**src/rtl/rgb_msg_sequencer_if.sv**
```systemverilog
// Host-side bundle for rgb_msg_sequencer: buffer write port, playback control and LED drive.
// The master modport is the host/user logic; the slave modport is the sequencer.
interface rgb_msg_sequencer_if #(
   parameter int MAX_LEN  = 16,
   parameter int PWM_BITS = 8
);
   localparam int AW = (MAX_LEN > 1) ? $clog2(MAX_LEN) : 1;
   localparam int LW = $clog2(MAX_LEN + 1);

   logic                wr_en;
   logic [AW-1:0]       wr_addr;
   logic [7:0]          wr_data;
   logic [LW-1:0]       msg_len;
   logic                loop;
   logic                start;
   logic                stop;
   logic [PWM_BITS-1:0] brightness;
   logic                red;
   logic                green;
   logic                blue;
   logic                busy;
   logic                done;
   logic [AW-1:0]       char_idx;

   modport master (
      output wr_en, wr_addr, wr_data, msg_len, loop, start, stop, brightness,
      input  red, green, blue, busy, done, char_idx
   );

   modport slave (
      input  wr_en, wr_addr, wr_data, msg_len, loop, start, stop, brightness,
      output red, green, blue, busy, done, char_idx
   );
endinterface

```
**src/rtl/rgb_msg_sequencer.sv**
```systemverilog
// Plays a host-loaded character buffer out as RGB colours, one symbol per SYMBOL_CYCLES clocks.
// Optional brightness PWM is enabled by defining RGB_SEQ_PWM_EN.
module rgb_msg_sequencer #(
   parameter int MAX_LEN       = 16,
   parameter int SYMBOL_CYCLES = 48_000_000,
   parameter int GAP_CYCLES    = 0,
   parameter int PWM_BITS      = 8
) (
   input  logic                 clk,
   input  logic                 rst_n,
   rgb_msg_sequencer_if.slave   bus
);
   localparam int AW   = (MAX_LEN > 1) ? $clog2(MAX_LEN) : 1;
   localparam int LW   = $clog2(MAX_LEN + 1);
   localparam int MAXC = (SYMBOL_CYCLES > GAP_CYCLES) ? SYMBOL_CYCLES : GAP_CYCLES;
   localparam int CW   = (MAXC > 1) ? $clog2(MAXC) : 1;

   localparam logic [CW-1:0] SYM_LAST  = CW'(SYMBOL_CYCLES - 1);
   localparam logic [CW-1:0] GAP_LAST  = (GAP_CYCLES > 0) ? CW'(GAP_CYCLES - 1) : '0;
   localparam logic [LW-1:0] MAX_LEN_L = LW'(MAX_LEN);

   typedef enum logic [1:0] {IDLE, SHOW, GAP} state_t;

   state_t        state_q, state_d;
   logic [CW-1:0] cnt_q, cnt_d;
   logic [AW-1:0] idx_q, idx_d;
   logic [AW-1:0] last_q, last_d;
   logic          loop_q, loop_d;
   logic          done_q, done_d;
   logic          adv;
   logic [LW-1:0] len_clamped;

   logic [7:0]    buf_mem [MAX_LEN];
   logic [7:0]    rd_char_q;
   logic [2:0]    colour;
   logic          wr_ok;
   logic          pwm_on;

   assign wr_ok = bus.wr_en && (state_q == IDLE) && (32'(bus.wr_addr) < 32'(MAX_LEN));

   // Registered read addressed by the next index, so the character is ready on state entry.
   always_ff @(posedge clk) begin
      if (wr_ok) begin
         buf_mem[bus.wr_addr] <= bus.wr_data;
      end
      rd_char_q <= buf_mem[idx_d];
   end

   always_comb begin
      state_d     = state_q;
      cnt_d       = cnt_q + 1'b1;
      idx_d       = idx_q;
      last_d      = last_q;
      loop_d      = loop_q;
      done_d      = 1'b0;
      adv         = 1'b0;
      len_clamped = (bus.msg_len > MAX_LEN_L) ? MAX_LEN_L : bus.msg_len;

      unique case (state_q)
         IDLE: begin
            cnt_d = '0;
            if (bus.start && !bus.stop && (bus.msg_len != '0)) begin
               state_d = SHOW;
               idx_d   = '0;
               last_d  = AW'(len_clamped - 1'b1);
               loop_d  = bus.loop;
            end
         end
         SHOW: begin
            if (cnt_q == SYM_LAST) begin
               cnt_d = '0;
               if (GAP_CYCLES > 0) begin
                  state_d = GAP;
               end else begin
                  adv = 1'b1;
               end
            end
         end
         GAP: begin
            if (cnt_q == GAP_LAST) begin
               cnt_d = '0;
               adv   = 1'b1;
            end
         end
         default: begin
            state_d = IDLE;
            cnt_d   = '0;
         end
      endcase

      if (adv) begin
         if (idx_q != last_q) begin
            idx_d   = idx_q + 1'b1;
            state_d = SHOW;
         end else if (loop_q) begin
            idx_d   = '0;
            state_d = SHOW;
         end else begin
            state_d = IDLE;
            done_d  = 1'b1;
         end
      end

      // Abort overrides any advance or completion decided above.
      if ((state_q != IDLE) && bus.stop) begin
         state_d = IDLE;
         cnt_d   = '0;
         idx_d   = idx_q;
         done_d  = 1'b0;
      end
   end

   always_ff @(posedge clk or negedge rst_n) begin
      if (!rst_n) begin
         state_q <= IDLE;
         cnt_q   <= '0;
         idx_q   <= '0;
         last_q  <= '0;
         loop_q  <= 1'b0;
         done_q  <= 1'b0;
      end else begin
         state_q <= state_d;
         cnt_q   <= cnt_d;
         idx_q   <= idx_d;
         last_q  <= last_d;
         loop_q  <= loop_d;
         done_q  <= done_d;
      end
   end

   always_comb begin
      colour = 3'b000;
      case (rd_char_q)
         "A":     colour = 3'b100;
         "B":     colour = 3'b010;
         "C":     colour = 3'b001;
         "D":     colour = 3'b101;
         "E":     colour = 3'b110;
         "F":     colour = 3'b011;
         " ":     colour = 3'b111;
         default: colour = 3'b000;
      endcase
   end

`ifdef RGB_SEQ_PWM_EN
   logic [PWM_BITS-1:0] pwm_cnt_q, pwm_cnt_d;

   assign pwm_cnt_d = pwm_cnt_q + 1'b1;

   always_ff @(posedge clk or negedge rst_n) begin
      if (!rst_n) begin
         pwm_cnt_q <= '0;
      end else begin
         pwm_cnt_q <= pwm_cnt_d;
      end
   end

   assign pwm_on = (pwm_cnt_q < bus.brightness) || (&bus.brightness);
`else
   logic unused_brightness;
   assign unused_brightness = ^bus.brightness;
   assign pwm_on            = 1'b1;
`endif

   assign bus.red      = (state_q == SHOW) && colour[2] && pwm_on;
   assign bus.green    = (state_q == SHOW) && colour[1] && pwm_on;
   assign bus.blue     = (state_q == SHOW) && colour[0] && pwm_on;
   assign bus.busy     = (state_q != IDLE);
   assign bus.done     = done_q;
   assign bus.char_idx = idx_q;
endmodule

```
**src/flat_wrapper.sv**
```systemverilog
// flat-port wrapper written by rule: the top's interface ports become plain ports
module rgb_msg_sequencer_flat 
#(
   parameter int MAX_LEN       = 16,
   parameter int SYMBOL_CYCLES = 48_000_000,
   parameter int GAP_CYCLES    = 0,
   parameter int PWM_BITS      = 8
)
  (clk, rst_n, bus_wr_en, bus_wr_addr, bus_wr_data, bus_msg_len, bus_loop, bus_start, bus_stop, bus_brightness, bus_red, bus_green, bus_blue, bus_busy, bus_done, bus_char_idx);
  rgb_msg_sequencer_if #(.MAX_LEN(MAX_LEN), .PWM_BITS(PWM_BITS)) bus_i ();
  input  logic clk;
  input  logic rst_n;
  input wire logic [$bits(bus_i.wr_en)-1:0] bus_wr_en;
  input wire logic [$bits(bus_i.wr_addr)-1:0] bus_wr_addr;
  input wire logic [$bits(bus_i.wr_data)-1:0] bus_wr_data;
  input wire logic [$bits(bus_i.msg_len)-1:0] bus_msg_len;
  input wire logic [$bits(bus_i.loop)-1:0] bus_loop;
  input wire logic [$bits(bus_i.start)-1:0] bus_start;
  input wire logic [$bits(bus_i.stop)-1:0] bus_stop;
  input wire logic [$bits(bus_i.brightness)-1:0] bus_brightness;
  output wire logic [$bits(bus_i.red)-1:0] bus_red;
  output wire logic [$bits(bus_i.green)-1:0] bus_green;
  output wire logic [$bits(bus_i.blue)-1:0] bus_blue;
  output wire logic [$bits(bus_i.busy)-1:0] bus_busy;
  output wire logic [$bits(bus_i.done)-1:0] bus_done;
  output wire logic [$bits(bus_i.char_idx)-1:0] bus_char_idx;
  assign bus_i.wr_en = bus_wr_en;
  assign bus_i.wr_addr = bus_wr_addr;
  assign bus_i.wr_data = bus_wr_data;
  assign bus_i.msg_len = bus_msg_len;
  assign bus_i.loop = bus_loop;
  assign bus_i.start = bus_start;
  assign bus_i.stop = bus_stop;
  assign bus_i.brightness = bus_brightness;
  assign bus_red = bus_i.red;
  assign bus_green = bus_i.green;
  assign bus_blue = bus_i.blue;
  assign bus_busy = bus_i.busy;
  assign bus_done = bus_i.done;
  assign bus_char_idx = bus_i.char_idx;
  rgb_msg_sequencer #(.MAX_LEN(MAX_LEN), .SYMBOL_CYCLES(SYMBOL_CYCLES), .GAP_CYCLES(GAP_CYCLES), .PWM_BITS(PWM_BITS)) u_core (.clk(clk), .rst_n(rst_n), .bus(bus_i));
endmodule
```
**config.mk**
```make
export PLATFORM = sky130hd
export DESIGN_NAME = rgb_msg_sequencer_flat
export DESIGN_NICKNAME = d
export VERILOG_FILES = /design/src/rtl/rgb_msg_sequencer_if.sv /design/src/rtl/rgb_msg_sequencer.sv /design/src/flat_wrapper.sv
export SDC_FILE = /design/constraint.sdc
export NUM_CORES = 1
export LEC_CHECK = 0
export BUFFER_PORTS_ARGS = -buffer_cell sky130_fd_sc_hd__buf_2
export CORE_ASPECT_RATIO = 1.1
export CORE_MARGIN = 5
export CORE_UTILIZATION = 28
export DETAILED_ROUTE_END_ITERATION = 12
export GPL_TIMING_DRIVEN = 0
export PLACE_DENSITY = 0.48
export SETUP_SLACK_MARGIN = 0.5
export SLEW_MARGIN = 10
export SYNTH_ARGS = -nofsm -noshare
export SYNTH_HDL_FRONTEND = slang
export SYNTH_SLANG_ARGS = --single-unit
```
**constraint.sdc**
```tcl
create_clock -name clk -period 3.1 [get_ports clk]
set_input_delay 0.31 -clock clk [delete_from_list [all_inputs] [get_ports clk]]
set_output_delay 0.31 -clock clk [all_outputs]
set_load 0.05 [all_outputs]
```
==> flow_summary.yaml <==
clock_network:
  cts_buffers: 17
  h-tree-depth: 4
  cts_max_path_buffers: 2
  root_buffer: "clkbuf_16"
  cts_tree: "yes"
  clkLatencyLatePin_ps: 440
  cts.clk_slew.worst_paths_ps: 70
  cts_num_sinks: 173
critical_path:
  cpMaxStageDelayCell: "or4_4"
  path_delay_family: "simple AND/OR/NAND/NOR gates"
  reg2reg_to: "u_core.rd_char_q[4]$_DFF_P_"
  r2r-start: "u_core.cnt_q[1]$_DFF_PN0_"
  crit_path_start_kind: "flip-flop"
  cp.required_ps: 3420
  worstRegToRegCells: 12
  crit_fanout: 7
  path_cells: "ha_2 > nand4_1 > or4_4 > buf_6 > o311ai_4 > buf_6 > buf_12 > buf_8 > a31oi_4 > a211oi_2 > o22ai_1 > and4_1"
  timing.critical_path.mode_cell: "buf_6"
  critical_path_buf_inv_count: 4
  critPathCaptureType: "flip-flop"
  cp.arrival_ps: 3290
  reg2reg_slack_ps: 130
  path_class: "flip-flop to flip-flop"
  slowest_delay_ps: 510
worst_hold_path:
  hold_class: "input port to asynchronous set/reset pin"
drt:
  wl_met1_um: 10470
  first_pass_iters: 5
  ant_nets: 0
  vias: 5656
  via_per_inst: 5.050
  avgRoutedWirePerCell_um: 20.30
  drt_iter0_markers: 629
  routed.top_layer: "met4"
  wl_um: 22740
  met3_length_um: 1038
  drc: 0
  routed-wl-met2_um: 10640
timing:
  max_freq_mhz: 336.3
  finalSetupViolCount: 0
  finalClockSkew_ps: 11.82
  relSlewSlack: 0.2221
  min_period_ps: 2974
  hold_viol: 11
  setup_ws_ps: 126.5
  tightest_slew_ps: 1158
  period_share: 0.9592
  hold_ws_ps: -16.73
  rsz0062_at_grt: "true"
  slew_viol_final: 0
floorplanning:
  ios: 40
  core_area_um2: 27950
  dieArea_um2: 31950
  initial_core_util: 0.2852
  die_y_um: 187.0
  rows: 64
  chipWidth_um: 170.9
power:
  peakVddDrop_uv: 349.7
  pwr-share-comb: 0.037
  p_per_area_nw_per_um2: 496.3
  clkPwrFrac: 0.450
  switchingPower_mw: 1.221
  p_leak_nw: 3.608
  p_sw_frac: 0.2458
  internal_power_mw: 3.748
  seqPwrFrac: 0.513
place:
  place_area_um2: 8602
  place_inst: 1061
  place_hpwl_um: 14900
  portBuffers: 31
  place.gp.congestion: 0.8360
  pre_cts_ws_ps: -338.6
layout:
  seqCellArea_um2: 4932
  fin_area_um2: 10010
  layout_commonest_cell: "edfxtp_1"
  antenna_cells: 0
  most-common-layout-cells: "128 x edfxtp_1, 70 x inv_1, 60 x a31oi_1, 49 x a211oi_2, 47 x nor2_1"
  layout-drive-gt1-share: 0.2867
  fillers: 2716
  multi_input_area_um2: 2914
  fin_nets: 778
  layoutNonFillerInstCount: 1120
  syn2layout_area_growth_pct: 25.60
  final_core_util: 0.3583
yosys:
  ys.flop_type: "edfxtp_1"
  ys_types: 55
  synth_seq_cells: 173
  synth_edf_count: 128
  synthArstFlopShare: 0.2139
  syn_area_um2: 7971
  yosysSeqAreaShare: 0.6184
  syn-instance-count: 667
  synth_warnings: 0
  syn_nets: 701
  avgSynthCellArea_um2: 11.95
global_routing:
  grt_start_max_net_pins: 38
  antenna_found_initial: 0
  grt_pass1_wl_um: 34530
  grt_usage: 0.1423
  grt_overflow_total: 0
  grt_pass1_vias: 5597
outcome:
  status: "finished, violations left"
  violations: "hold timing"
flow_run:
  drv_cap: 0
[worst max path at each step]
stage                                     start                           to  slack (ps)  cells past startpoint
2_1_floorplan  u_core.bus.char_idx[0]$_DFF_PN0_  u_core.rd_char_q[0]$_DFF_P_         540                      9
3_3_place_gp         u_core.cnt_q[10]$_DFF_PN0_  u_core.rd_char_q[1]$_DFF_P_        -350                      7
3_5_place_dp         u_core.cnt_q[10]$_DFF_PN0_  u_core.rd_char_q[1]$_DFF_P_        -340                      7
4_1_cts               u_core.cnt_q[0]$_DFF_PN0_  u_core.rd_char_q[5]$_DFF_P_         260                     12
5_1_grt               u_core.cnt_q[1]$_DFF_PN0_  u_core.rd_char_q[4]$_DFF_P_          20                     12
6_report              u_core.cnt_q[1]$_DFF_PN0_  u_core.rd_char_q[4]$_DFF_P_         130                     12
[metal layers]
metal,global-route usage,vias to the layer above
met5,0,-
met4,0.04511,0
met3,0.02558,38
met2,0.2275,180
met1,0.1962,2771
li1,-,2667
[Yosys cell counts (12+ instances only)]
master      n  area [um^2]
inv_1      70        262.8
a211oi_1   52        390.4
xor2_1     13        113.9
xnor2_1    14        122.6
a211oi_2   13        162.7
nand2_1    23        86.33
a31oi_1    64        400.4
clkbuf_1   19        71.32
edfxtp_1  128         3844
o21ai_1    21        105.1
dfrtp_1    37        925.9
o21ai_0    17        85.08
and4_1     12        105.1
nor2_1     48        180.2
[kinds of logic after synthesis]
logic type,count (synthesis),synth area share
XOR/XNOR,27,0.02967
AO/OA/AOI/OAI,196,0.1766
buffers and inverters,112,0.06247
multiplexers,2,0.002825
adder cells (fa/ha/maj),3,0.004709
AND/OR/NAND/NOR,154,0.1053
flip-flops,173,0.6184
[metrics by stage]
step                TNS (ps)  power, mW
floorplan                  0      2.677
CTS                        0      5.004
global placement       -1800      2.775
finish                     0      4.969
global route               0      5.121
detailed placement     -1692      2.779
[layout make-up]
| type | instances | share of cell area |
|---|---|---|
| Multi-Input combinational cell | 382 | 0.2911 |
| Inverter | 71 | 0.02687 |
| Buffer | 41 | 0.03712 |
| Clock inverter | 15 | 0.01950 |
| Clock buffer | 17 | 0.04249 |
| Sequential cell | 173 | 0.4926 |
| Tap cell | 363 | 0.04536 |
| Timing Repair Buffer | 58 | 0.04499 |
[power groups by stage]
stage | logic [mW] | clock network, mW | registers [mW]
after floorplan | 0.0809 | 0 | 2.60
after global placement | 0.176 | 0 | 2.60
after detailed placement | 0.179 | 0 | 2.60
after CTS | 0.184 | 2.27 | 2.55
after global routing | 0.203 | 2.36 | 2.55
final | 0.184 | 2.24 | 2.55
[registers in the layout, summed over array words and instances (netlist names)]
| register | flops |
|---|---|
| u_core.last_q | 4 |
| u_core.bus.char_idx | 4 |
| u_core.rd_char_q | 8 |
| u_core.cnt_q | 26 |
| u_core.state_q | 1 |
| u_core.loop_q | 1 |
| u_core.buf_mem | 128 |
| u_core.bus.done | 1 |
[timing repair]
action                                  CTS  global route
hold buffers                              0             0
pin swaps                                57            18
gates resized for setup                 100            36
endpoints found under the setup margin   29            30
cloned                                    4             1
buffers inserted                         20             2
No activity file was read; power rests on OpenSTA's default activity.
